$ cat src/rtl/rv32i_types.sv
// Shared types for the BTB/BHT update path.
package rv32i_types;

    localparam int BTB_ENTRIES = 16;
    localparam int BTB_IDX_W   = 4;

    // One resolved control-flow instruction waiting to be written into the BTB/BHT.
    typedef struct packed {
        logic [31:0] pc;
        logic [31:0] target;
        logic        is_br;
        logic        taken;
    } btb_upd_t;

    typedef enum logic {
        ST_CLEAR = 1'b0,
        ST_RUN   = 1'b1
    } btb_state_e;

    // Word-aligned PC bits select the entry.
    function automatic logic [BTB_IDX_W-1:0] btb_index(input logic [31:0] pc);
        return pc[BTB_IDX_W+1:2];
    endfunction

endpackage

$ cat src/rtl/btb_upd_fifo.sv
// Resolved-update queue: power-of-two depth, wrapping pointers, registered
// occupancy count so full/empty never depend on this cycle's pop.
module btb_upd_fifo
    import rv32i_types::*;
#(
    parameter int DEPTH = 4
) (
    input  logic     clk,
    input  logic     rst,
    input  logic     flush,
    input  logic     push,
    input  btb_upd_t push_data,
    input  logic     pop,
    output btb_upd_t pop_data,
    output logic     full,
    output logic     empty
);

    localparam int PW = $clog2(DEPTH);
    localparam logic [PW:0] FULL_CNT = (PW+1)'(DEPTH);

    btb_upd_t      mem [DEPTH];
    logic [PW-1:0] wr_ptr;
    logic [PW-1:0] rd_ptr;
    logic [PW:0]   count;
    logic          do_push;
    logic          do_pop;

    assign do_push  = push && !full;
    assign do_pop   = pop && !empty;
    assign full     = (count == FULL_CNT);
    assign empty    = (count == '0);
    assign pop_data = mem[rd_ptr];

    // Pointer and count bookkeeping; flush discards everything queued.
    always_ff @(posedge clk) begin
        if (rst || flush) begin
            wr_ptr <= '0;
            rd_ptr <= '0;
            count  <= '0;
        end else begin
            if (do_push) wr_ptr <= wr_ptr + 1'b1;
            if (do_pop)  rd_ptr <= rd_ptr + 1'b1;
            case ({do_push, do_pop})
                2'b10:   count <= count + 1'b1;
                2'b01:   count <= count - 1'b1;
                default: count <= count;
            endcase
        end
    end

    // Storage array; contents need no reset because count gates visibility.
    always_ff @(posedge clk) begin
        if (do_push) mem[wr_ptr] <= push_data;
    end

endmodule

$ cat src/rtl/btb_update_ctrl.sv
// BTB/BHT update controller: invalidates all entries after reset or flush,
// then drains resolved branch/jump updates into the arrays in order.
//
//   state | meaning
//   ------+-------------------------------------------------------------
//   CLEAR | walking index 0..ENTRIES-1, invalidating BTB and BHT entries
//   RUN   | popping one queued update per cycle into the arrays
module btb_update_ctrl
    import rv32i_types::*;
#(
    parameter int FIFO_DEPTH = 4,
    parameter int ENTRIES    = 16
) (
    input  logic                 clk,
    input  logic                 rst,
    input  logic                 upd_valid,
    input  logic [31:0]          upd_pc,
    input  logic [31:0]          upd_target,
    input  logic                 upd_is_br,
    input  logic                 upd_taken,
    input  logic                 flush_req,
    output logic                 upd_ready,
    output logic                 btb_wr_en,
    output logic [BTB_IDX_W-1:0] btb_wr_index,
    output logic [31:0]          btb_wr_tag,
    output logic [31:0]          btb_wr_target,
    output logic                 btb_wr_valid,
    output logic                 bht_wr_en,
    output logic [BTB_IDX_W-1:0] bht_wr_index,
    output logic                 bht_wr_taken,
    output logic                 bht_clr,
    output logic                 busy
);

    localparam logic [BTB_IDX_W-1:0] LAST_IDX = BTB_IDX_W'(ENTRIES - 1);

    btb_state_e           state;
    btb_state_e           next_state;
    logic [BTB_IDX_W-1:0] clr_cnt;
    logic                 clr_last;
    btb_upd_t             push_data;
    btb_upd_t             head;
    logic                 fifo_full;
    logic                 fifo_empty;
    logic                 pop;

    assign clr_last  = (clr_cnt == LAST_IDX);
    // Ready depends only on registered state plus flush, never on the pop.
    assign upd_ready = !rst && (state == ST_RUN) && !fifo_full && !flush_req;
    // A flush cycle writes nothing so the queued entries are truly discarded.
    assign pop       = !rst && (state == ST_RUN) && !fifo_empty && !flush_req;
    assign busy      = rst || (state == ST_CLEAR) || !fifo_empty;

    assign push_data = '{pc: upd_pc, target: upd_target, is_br: upd_is_br, taken: upd_taken};

    btb_upd_fifo #(
        .DEPTH (FIFO_DEPTH)
    ) u_fifo (
        .clk       (clk),
        .rst       (rst),
        .flush     (flush_req),
        .push      (upd_valid && upd_ready),
        .push_data (push_data),
        .pop       (pop),
        .pop_data  (head),
        .full      (fifo_full),
        .empty     (fifo_empty)
    );

    // State register.
    always_ff @(posedge clk) begin
        if (rst) state <= ST_CLEAR;
        else     state <= next_state;
    end

    // Clear-walk counter: restarts on reset/flush, idles at 0 outside CLEAR.
    always_ff @(posedge clk) begin
        if (rst || flush_req || state != ST_CLEAR || clr_last) clr_cnt <= '0;
        else                                                   clr_cnt <= clr_cnt + 1'b1;
    end

    // Next-state logic.
    always_comb begin
        next_state = state;
        case (state)
            ST_CLEAR: if (!flush_req && clr_last) next_state = ST_RUN;
            ST_RUN:   if (flush_req)              next_state = ST_CLEAR;
            default:                              next_state = ST_CLEAR;
        endcase
    end

    // Write-port muxing: clear pattern in CLEAR, queue head in RUN.
    always_comb begin
        btb_wr_en     = 1'b0;
        btb_wr_index  = '0;
        btb_wr_tag    = '0;
        btb_wr_target = '0;
        btb_wr_valid  = 1'b0;
        bht_wr_en     = 1'b0;
        bht_wr_index  = '0;
        bht_wr_taken  = 1'b0;
        bht_clr       = 1'b0;
        if (!rst) begin
            if (state == ST_CLEAR) begin
                btb_wr_en    = 1'b1;
                btb_wr_index = clr_cnt;
                bht_wr_en    = 1'b1;
                bht_wr_index = clr_cnt;
                bht_clr      = 1'b1;
            end else if (pop) begin
                btb_wr_en     = 1'b1;
                btb_wr_index  = btb_index(head.pc);
                btb_wr_tag    = head.pc;
                btb_wr_target = head.target;
                btb_wr_valid  = 1'b1;
                bht_wr_en     = head.is_br;
                bht_wr_index  = btb_index(head.pc);
                bht_wr_taken  = head.is_br && head.taken;
            end
        end
    end

endmodule
$ cat config.mk
export PLATFORM = sky130hd
export DESIGN_NAME = btb_update_ctrl
export DESIGN_NICKNAME = d
export VERILOG_FILES = /design/src/rtl/rv32i_types.sv /design/src/rtl/btb_upd_fifo.sv /design/src/rtl/btb_update_ctrl.sv
export SDC_FILE = /design/constraint.sdc
export NUM_CORES = 1
export LEC_CHECK = 0
export BUFFER_PORTS_ARGS = -buffer_cell sky130_fd_sc_hd__buf_4
export CORE_ASPECT_RATIO = 0.5
export CORE_UTILIZATION = 40
export CTS_BUF_LIST = sky130_fd_sc_hd__clkbuf_8
export DETAILED_ROUTE_END_ITERATION = 10
export GPL_ROUTABILITY_DRIVEN = 0
export GPL_TIMING_DRIVEN = 0
export PLACE_DENSITY = 0.7
export SYNTH_ARGS = -nofsm -noshare
export SYNTH_HDL_FRONTEND = slang
export SYNTH_HIERARCHICAL = 1
export SYNTH_SLANG_ARGS = --single-unit
export TNS_END_PERCENT = 10
$ cat constraint.sdc
create_clock -name clk -period 2.9 [get_ports clk]
set_clock_uncertainty 0.15 [all_clocks]
set_input_delay 0.435 -clock clk [delete_from_list [all_inputs] [get_ports clk]]
set_output_delay 0.435 -clock clk [all_outputs]
set_load 0.005 [all_outputs]
# After elaboration in Yosys (flattened, before gate mapping)
# Memories as Yosys holds them, arrays and structs flattened. A register that Yosys moved wholly into a read port is not among the register bits.
# Index checks and enable logic that the tools add are counted.
[classes] add_sub_neg=5 n_mul=0 n_div=0 magnitude_cmp=0 eq_ne=4 shift=0 mux=30 bitwise=1 reduce_logical=21
[ops] cell="two-way mux 32 bit" n=6
[ops] cell="two-way mux 1 bit" n=17
[ops] cell="two-way mux 4 bit" n=3
[ops] cell="logical AND 1 bit" n=10
[ops] cell="one-hot mux 3 bit (2 select lines)" n=1
[ops] cell="logical OR 1 bit" n=5
[ops] cell="adder 2 x 1 -> 2 bit, second input constant" n=2
[ops] cell="adder 4 x 1 -> 4 bit, second input constant" n=1
[ops] cell="equality test 4 bit, second input constant" n=1
[ops] cell="zero test 1 bit" n=4
[ops] cell="two-way mux 2 bit" n=2
[ops] cell="adder 3 x 1 -> 3 bit, second input constant" n=1
[ops] cell="equality test 3 bit, second input constant" n=1
[ops] cell="zero test 3 bit" n=1
[ops] cell="subtractor 3 x 1 -> 3 bit, second input constant" n=1
[ops] cell="equality test 2 x 1 -> 1 bit, second input constant" n=1
[ops] cell="equality test 2 bit, second input constant" n=1
[ops] cell="one-hot mux 1 bit (2 select lines)" n=1
[ops] cell="nonzero test 2 bit" n=1
[ops] cell="NOT 1 bit" n=1
[word_totals] regBits=12 latchBits=0 ramBits=264 mem_bits_ro=0 in_bits=70 out_inout_bits=79 elab_cells=67 mem_count=1
[mem_list] memory="u_fifo.mem" words=4 width=66 read_ports=1 rd_clocked_by_memory_dff=1 write_ports=1 line="btb_upd_fifo.sv:22" text="btb_upd_t mem [DEPTH];"

# Longest topological paths before layout
# Gate-level depths: netlist (run 1).
[depth] word_depth=8 ltp_mapped=13 depth_no_buf=12

# Modules after synthesis
# The synthesis (run 1) kept the hierarchy.
[modules_own_cells] mod="btb_upd_fifo" n_inst=1 cells_per_inst=400 area_per_inst_um2=9993.3
[modules_own_cells] mod="btb_update_ctrl" n_inst=1 cells_per_inst=106 area_per_inst_um2=760.7

# Worst setup path before layout (run 1)
# Ideal clock, no wire load.
[synth_path] path_kind="flip-flop to flip-flop" from="register u_fifo.count[1]" to="register u_fifo.count[2]" setup_ns=0.070 arrival_time_ns=2.572 required_ns=2.680 path_slack_ns=0.108 path_stages_with_launch=14 path_buffers=1 synth_period_minus_slack_ns=2.792 path_cell_list="dfxtp_1 -> or3b_1 -> clkbuf_2 -> inv_1 -> nor4b_1 -> and2_1 -> and2_4 -> inv_1 -> ha_1 -> inv_1 -> fa_1 -> xor2_1 -> or3_2 -> a21oi_1"
[synth_between] elab_chain_len=8
[synth_rtl] item="start: declaration" line="btb_upd_fifo.sv:25" text="logic [PW:0] count;"
[synth_rtl] item="start signal: assignment" line="btb_upd_fifo.sv:45" text="2'b10: count <= count + 1'b1;"
[synth_rtl] item="start signal: assignment" line="btb_upd_fifo.sv:46" text="2'b01: count <= count - 1'b1;"
[synth_rtl] item="start signal: assignment" line="btb_upd_fifo.sv:47" text="default: count <= count;"
[synth_rtl] item="equality test 3 bit (*)" line="btb_upd_fifo.sv:31" text="assign full = (count == FULL_CNT);"
[synth_rtl] item="via fifo_full" line="btb_update_ctrl.sv:43" text="logic fifo_full;"
[synth_rtl] item="zero test 1 bit (*)" line="btb_update_ctrl.sv:49" text="assign upd_ready = !rst && (state == ST_RUN) && !fifo_full && !flush_req;"
[synth_rtl] item="logical AND 1 bit (*) (2 in series)" line="btb_update_ctrl.sv:49"
[synth_rtl] item="via upd_ready" line="btb_update_ctrl.sv:22" text="output logic upd_ready,"
[synth_rtl] item="logical AND 1 bit (*)" line="btb_update_ctrl.sv:62" text=".push (upd_valid && upd_ready),"
[synth_rtl] item="logical AND 1 bit (*)" line="btb_upd_fifo.sv:29" text="assign do_push = push && !full;"
[synth_rtl] item="equality test 2 x 1 -> 1 bit or equality test 2 bit (tied branches)" line="btb_upd_fifo.sv:44" text="case ({do_push, do_pop})"
[synth_rtl] item="one-hot mux 3 bit (2 select lines) or nonzero test 2 bit (tied branches)"
# Mark *: on every way through the listed nets, which the timed path passes. The rest lies on a longest branch.
# A chain may end at the register's enable or synchronous reset.

# Worst setup path in the final report (run 1)
[layout_path] from="register u_fifo.count[0]" to="register u_fifo.count[2]"
[layout_between] elab_chain_len=8
[layout_rtl] item="equality test 3 bit (*)" line="btb_upd_fifo.sv:31"
[layout_rtl] item="via fifo_full" line="btb_update_ctrl.sv:43"
[layout_rtl] item="zero test 1 bit (*)" line="btb_upd_fifo.sv:29, btb_update_ctrl.sv:49"
[layout_rtl] item="logical AND 1 bit (2 in series)" line="btb_update_ctrl.sv:49"
[layout_rtl] item="logical AND 1 bit" line="btb_update_ctrl.sv:62"
[layout_rtl] item="logical AND 1 bit (*)" line="btb_upd_fifo.sv:29"
[layout_rtl] item="equality test 2 x 1 -> 1 bit or equality test 2 bit (tied branches)" line="btb_upd_fifo.sv:44"
[layout_rtl] item="one-hot mux 3 bit (2 select lines) or nonzero test 2 bit (tied branches)"
# Marked as above.

==> results of run 1 <==
==> power breakdown <==
group,internal (mW),total (mW),switching [mW]
logic,0.128,0.203,0.0753
registers,4.39,4.39,0.00146
clock network,1.49,2.91,1.42
==> worst max-delay path, stage by stage, from the launching register on <==
cell and delay, ns:
dfxtp_4 0.35, or3b_1 0.39, clkbuf_8 0.15, inv_1 0.08, nor4b_4 0.06, and2_4 0.18, and2_4 0.14, inv_1 0.05
ha_2 0.18, inv_1 0.05, fa_2 0.33, xor2_1 0.16, or3_4 0.33, a21oi_2 0.14
==> logic make-up after synthesis <==
group	count (synthesis)	synth area share, %
XOR/XNOR	4	0.326
flip-flops	278	76.3
AND/OR/NAND/NOR	100	5.88
adder cells (fa/ha/maj)	7	0.884
multiplexers	66	13.8
buffers and inverters	35	1.78
AO/OA/AOI/OAI	16	0.989
==> area by class of cell <==
| cell class | instances | area (um^2) | area share, % |
|---|---|---|---|
| Sequential cell | 278 | 8220 | 58.4 |
| Multi-Input combinational cell | 193 | 2420 | 17.1 |
| Timing Repair Buffer | 234 | 1980 | 14.0 |
| Clock buffer | 47 | 647 | 4.59 |
| Tap cell | 344 | 430 | 3.05 |
| Buffer | 27 | 240 | 1.70 |
| Clock inverter | 31 | 124 | 0.879 |
| Inverter | 8 | 30.0 | 0.213 |
==> placed cells by master, fill, tap and decap left out, types with 5 or more instances in the layout <==
cell type,synthesis,final
dfxtp_1,14,10
clkinv_1,0,8
clkbuf_8,0,48
buf_12,0,5
buf_4,11,170
mux4_2,66,66
inv_1,8,25
clkinv_2,0,6
edfxtp_1,264,264
and2_1,65,62
buf_6,1,7
dlygate4sd3_1,0,66
nor2_1,10,10
a21o_1,5,5
ha_1,6,5
==> state kept, by name, summed over array words and instances (netlist names), named ones only <==
signal	flops
u_fifo/wr_ptr	2
state	1
u_fifo/rd_ptr	2
clr_cnt	4
u_fifo/count	3
u_fifo/mem	264
==> metrics by stage <==
step | TNS, ns | instance area, um^2 | hold slack [ns] | util (%)
after floorplan | 0 | 10800 | 0.280 | -
after global placement | -231.24 | 12300 | 0.312 | 47.7
after detailed placement | -36.09 | 12400 | 0.317 | 48.0
after CTS | 0 | 14000 | 0.0694 | 54.2
after global routing | -0.00796 | 14100 | 0.109 | 54.6
final | 0 | 14100 | 0.113 | 54.6
==> worst max path at each step <==
stage                          startpoint  cells after the start               end  slack [ns]
after CTS                 u_fifo/count[1]                      8   btb_wr_index[1]       0.002
after global routing      u_fifo/count[0]                     13   u_fifo/count[2]      -0.008
after global placement    u_fifo/count[0]                      6  u_fifo/mem[0][7]       -0.89
after floorplan           u_fifo/count[1]                     13   u_fifo/count[2]        0.11
after detailed placement        flush_req                     10   u_fifo/count[2]       -0.42
final                     u_fifo/count[0]                     13   u_fifo/count[2]        0.09
==> Yosys cell counts, types with 2 or more instances <==
master and number:
dfxtp_1 14, edfxtp_1 264, nor4b_1 2, buf_2 7, nand2_1 2, inv_1 8, and2_1 65, clkbuf_2 2
a21oi_1 4, and3_2 4, clkbuf_1 6, buf_4 11, and3_1 2, ha_1 6, nand3_1 2, xor2_1 3
o21ai_0 4, a21o_1 5, nor2_1 10, mux4_2 66
==> routing by layer <==
metal | share of wire, % | up-vias | GRT usage [%]
li1 | - | 2592 | -
met5 | 0 | - | 0
met2 | 53 | 122 | 27.7
met1 | 41 | 2911 | 20.1
met4 | 1.9 | 0 | 4.99
met3 | 4.4 | 35 | 3.22
==> what timing repair did <==
action | in CTS | in global routing
hold buffers | 66 | 0
setup buffers | 9 | 7
pin swaps | 3 | 4
gates resized for setup | 34 | 13
endpoints found under the setup margin | 233 | 49
endpoints found under the hold margin | 264 | 0
==> impl_results.md, run 1 <==
- Row cnt: around 40
- Ys flop type: edfxtp_1
- Minimum setup slack after placement: -0.419 ns
- Headroom to the max-slew limit: 57.2%
- Worst R2R Start: u_fifo/count[0]
- Post-synthesis cell area: 0.0108 mm^2
- Final Hold Viols: 0
- Global route overflow: 0
- Async S/R FF share, synth: 0%
- Final Max Slew Viols: 0
- Share of the synthesized area in the top cell type: 73.7%
- Die Y: around 120 um
- Cell Pwr Density: roughly 530 mW/mm^2
- Min-Delay Startpoint: flush_req
- IO Port Bufs: approximately 150
- Crit Path Max Fanout: 5
- Avg Synthesized Cell Area: around 21 um^2
- Clock sinks: about 280
- Cts bufs inserted: 42
- Top post-synthesis cells by area: edfxtp_1 74%, mux4_2 14%, and2_1 3.8%
- Crit Path Class: reg2reg
- Sequential element share of the synthesized area: 76.3%
- # nets final: roughly 860
- Pin count of the biggest net entering global routing: 36
- CP Launch Type: flop
- Outcome: finished clean
- Cells after DPL: ~1,000
- Synth Register Bits: 278
- # IOs: ~150
- Post-Layout Cell Count: around 1,200
- Number of synthesized flops with an enable pin: ~260
- N_diodes: 0
- Routed vias: about 5,700
- Worst path arrival time: 3.10 ns
- Max Fclk: 0.356 GHz
- Clk slew on worst S/H paths: about 0.06 ns
- Tmin final: ~2.8 ns
- Peak supply drop: between 200 and 300 uV
- Global-route wire length before repair: about 33 mm
- # setup viols final: 0
- CTS tree: yes
- Starting Density: 41.7%
- Worst endpoint required time: between 3 and 4 ns
- R2r endpoint: u_fifo/count[2]
- Tcrit/Tclk final: between 90% and 100%
- # DRC: 0
- Initial DRC Count: 300
- Hpwl dp: around 13 mm
- Mapped Cells: between 500 and 600
- Worst Hold Class: in2reg
- R2R depth: 13
- Syn_nets: 583
- Die W: 234 um
- Root buf cell: clkbuf_8
- Filler instances: 2,014
- Hold Path Depth: 3
- Initial antenna violation count: 0
- Post-synth top area cell: edfxtp_1
- Synth unique cells: 39
- WL final: 21.7 mm
- Post-DR wirelength/cell: 18.7 um
- H-tree depth: 2
- Area Overhead vs Synth: 31.0%
- Leakage Power: 5.00 nW
- Vias in the first global route: roughly 6,000
- Share of cells above drive strength 1: between 40% and 50%
- Worst Hold End: state
- Die area: between 0.02 and 0.03 mm^2
- Gr usage total: approximately 16%
- Critical path capture point type: flop
- Final ANT Viol Nets: 0
- Clock Latency Late Sink: around 0.52 ns
- Worst slew pin tran: ~0.64 ns
- Max_cap viols: 0
- Synth Warn #: 6
- Total power: roughly 7.5 mW
- Pre-antenna DRT Iters: 6
- Vias per inst: just under 5
- Register-to-Register Setup Slack: approximately 0.090 ns
- CTS Buffer Depth: 3
- Core area: between 0.02 and 0.03 mm^2
- Setup ws final: ~0.09 ns
Power figures use the tool's default switching activity.
==> run 2, diff against run 1 <==
- CTS_BUF_LIST: sky130_fd_sc_hd__clkbuf_8 -> sky130_fd_sc_hd__clkbuf_16
- CTS_CLUSTER_DIAMETER: unset -> 80
- PLACE_DENSITY: 0.7 -> 0.68
- clock period: 2.9 -> 3.3 ns (I/O delays scaled with it)
==> run 2 against run 1 <==
Against the previous run: hold slack worse by 0.092 ns; final area shrank 5.7%; wire length fell by 1.9%; combinational power shrank 44%; die area is the same; first-iteration DRC count increased by 18%; critical path depth decreased by 6; largest power group unchanged.
==> impl_results.md, run 2 (synthesis results as in run 1) <==
- Gr usage total: 15.7% (was 16.0%)
- Worst path arrival time: 2.54 ns (was 3.10 ns)
- # nets final: 766 (was 861)
- Worst R2R Start: u_fifo/count[2] (was u_fifo/count[0])
- Hold Path Depth: 1 (was 3)
- Die Y: 118 um (unchanged)
- Post-Layout Cell Count: 1,050 (was 1,162)
- Cell Pwr Density: 516 mW/mm^2 (was 532 mW/mm^2)
- Clock sinks: 278 (unchanged)
- Final Hold Viols: 0 (unchanged)
- Die W: 234 um (unchanged)
- Final ANT Viol Nets: 0 (unchanged)
- Die area: 0.0276 mm^2 (unchanged)
- R2r endpoint: u_fifo/count[2] (unchanged)
- Final Max Slew Viols: 0 (unchanged)
- Max FFs per register: 264 (unchanged)
- Worst Hold End: u_fifo/mem[3][45] (was state)
- Register-to-Register Setup Slack: 0.22 ns (was 0.09 ns)
- R2R depth: 13 (unchanged)
- Pin count of the biggest net entering global routing: 47 (was 36)
- # setup viols final: 0 (unchanged)
- Dpl cell area: 0.0124 mm^2 (about the same)
- Cells after DPL: 1,002 (unchanged)
- Hpwl dp: 13.6 mm (was 13.1 mm)
- Minimum setup slack after placement: -0.105 ns (was -0.419 ns)
- Crit Path Class: reg2out (was reg2reg)
- Peak supply drop: 299 uV (was 268 uV)
- # DRC: 0 (unchanged)
- Row cnt: 41 (unchanged)
- Root buf cell: clkbuf_16 (was clkbuf_8)
- Cts bufs inserted: 26 (was 42)
- Vias per inst: 5.06 (was 4.87)
- Tcrit/Tclk final: between 90% and 100%
- Commonest non-fill, non-tap cell in the layout: edfxtp_1 (unchanged)
- CTS tree: yes (unchanged)
- WL final: 21.3 mm (was 21.7 mm)
- Area Overhead vs Synth: 23.5% (was 31.0%)
- Clock Latency Late Sink: 0.52 ns (about the same)
- Crit Path Max Fanout: 10 (was 5)
- Setup ws final: 0.115 ns (was 0.0900 ns)
- Worst slew pin tran: 0.663 ns (was 0.642 ns)
- Post-layout util: 51.5% (was 54.6%)
- Max Fclk: roughly 0.31 GHz
- Global route overflow: 0 (unchanged)
- DRT met1 WL: 9.29 mm (was 8.90 mm)
- Met3 Routed Length: 571 um (was 950 um)
- Top routing layer used: met4 (unchanged)
- Core area: 0.0258 mm^2 (unchanged)
- CP Launch Type: flop (unchanged)
- Worst Hold Class: in2reg (unchanged)
- Global-route wire length before repair: 32.8 mm (was 33.4 mm)
- # IOs: 149 (unchanged)
- Max_cap viols: 0 (unchanged)
- Outcome: finished clean (unchanged)
- Routed vias: 5,313 (was 5,660)
- Initial antenna violation count: 0 (unchanged)
- Clk slew on worst S/H paths: 0.07 ns (was 0.06 ns)
- Most frequent cells in the layout: 264 x edfxtp_1, 161 x buf_4, 66 x mux4_2 (was 264 x edfxtp_1, 170 x buf_4, 66 x dlygate4sd3_1, 66 x mux4_2, 62 x and2_1)
- Share of cells above drive strength 1: 41.2% (was 40.8%)
- Tmin final: 3.18 ns
- Top flop regs: u_fifo/mem (264), clr_cnt (4), u_fifo/count (3) (unchanged)
- H-tree depth: 1 (was 2)
- Routed length on met2: 11.0 mm (was 11.5 mm)
- Critical path capture point type: primary output (was flop)
- IO Port Bufs: 148 (unchanged)
- Min-Delay Startpoint: upd_pc[11] (was flush_req)
- Headroom to the max-slew limit: 55.8% (was 57.2%)
- Pre-antenna DRT Iters: 6 (unchanged)
- Post-route cell area: 0.0133 mm^2 (was 0.0141 mm^2)
- Initial DRC Count: 353 (was 300)
- Starting Density: 41.7% (unchanged)
- Worst endpoint required time: 2.65 ns (was 3.20 ns)
- Leakage Power: 4.57 nW (was 5.00 nW)
- Post-DR wirelength/cell: 20.3 um (was 18.7 um)
- Top reg by flops: u_fifo/mem (unchanged)
- CTS Buffer Depth: 3 (unchanged)
- N_diodes: 0 (unchanged)
- Vias in the first global route: 5,585 (was 5,977)
## run 2: cell count changes in the layout (fill, tap and decap cells not counted), sizes merged
cell | before | now
clkinv | 14 | 12
clkbuf | 53 | 35
dlygate4sd3 | 66 | 1
buf | 189 | 173
inv | 25 | 11
clkinvlp | 0 | 1
bufinv | 0 | 2
## run 2: routing by layer
layer / GRT usage, % / vias up
met3: 2.35 / 29
met4: 3.61 / 0
met5: 0 / -
met1: 21.3 / 2824
li1: - / 2392
met2: 26.6 / 68
## run 2: how the worst max path moves through the flow
stage / from / end / slack, ns / depth (start not counted)
3_3_place_gp: u_fifo/count[0] / u_fifo/mem[0][24] / -0.49 / 6
2_1_floorplan: u_fifo/count[1] / u_fifo/count[2] / 0.51 / 13
6_report: flop / btb_wr_index[0] / 0.12 / 7
5_1_grt: u_fifo/count[0] / u_fifo/count[2] / -0.01 / 13
3_5_place_dp: flush_req / u_fifo/count[2] / -0.11 / 10
4_1_cts: u_fifo/count[0] / u_fifo/count[2] / 0.02 / 10
## run 2: through the flow
stage                     total power, mW  hold WS [ns]  TNS, ns
after floorplan                      3.94         0.280        0
after global placement               4.04         0.305  -122.68
after detailed placement             4.05         0.318   -0.105
after CTS                            6.91      0.000267        0
after global routing                 7.05       0.00184  -0.0129
final                                6.85        0.0202        0
## run 2: area by class of cell
type	instances	area, um^2
plain buffers	27	169
clock buffers	27	676
clock inverters	18	140
fillers	2021	12500
inverters	8	30.0
multi-input cells	193	2380
flip-flops and latches	278	8210
well taps	344	430
repair buffers	155	1250
## run 2: worst max-delay path: stages (launching register included)
cell     delay, ns
dfxtp_1       0.37
buf_4         0.25
buf_4         0.28
mux4_2        0.51
and2_1        0.18
a21o_1        0.17
buf_4         0.12
buf_4         0.12
## run 2: power breakdown
part / leakage (nW) / internal [mW] / switching, mW
Clock: 0.409 / 1.63 / 1.24
Combinational: 1.68 / 0.0622 / 0.0505
Sequential: 2.48 / 3.86 / 0.00123
Total: 4.57 / 5.55 / 1.30
## run 2: timing repair
| item | 4_1_cts | 5_1_grt |
|---|---|---|
| resized for setup | 1 | 5 |
| hold buffers | 1 | 0 |
| setup buffers | 0 | 2 |
| endpoints found under the setup margin | 4 | 88 |
| endpoints found under the hold margin | 3 | 0 |
| pin swaps | 0 | 1 |
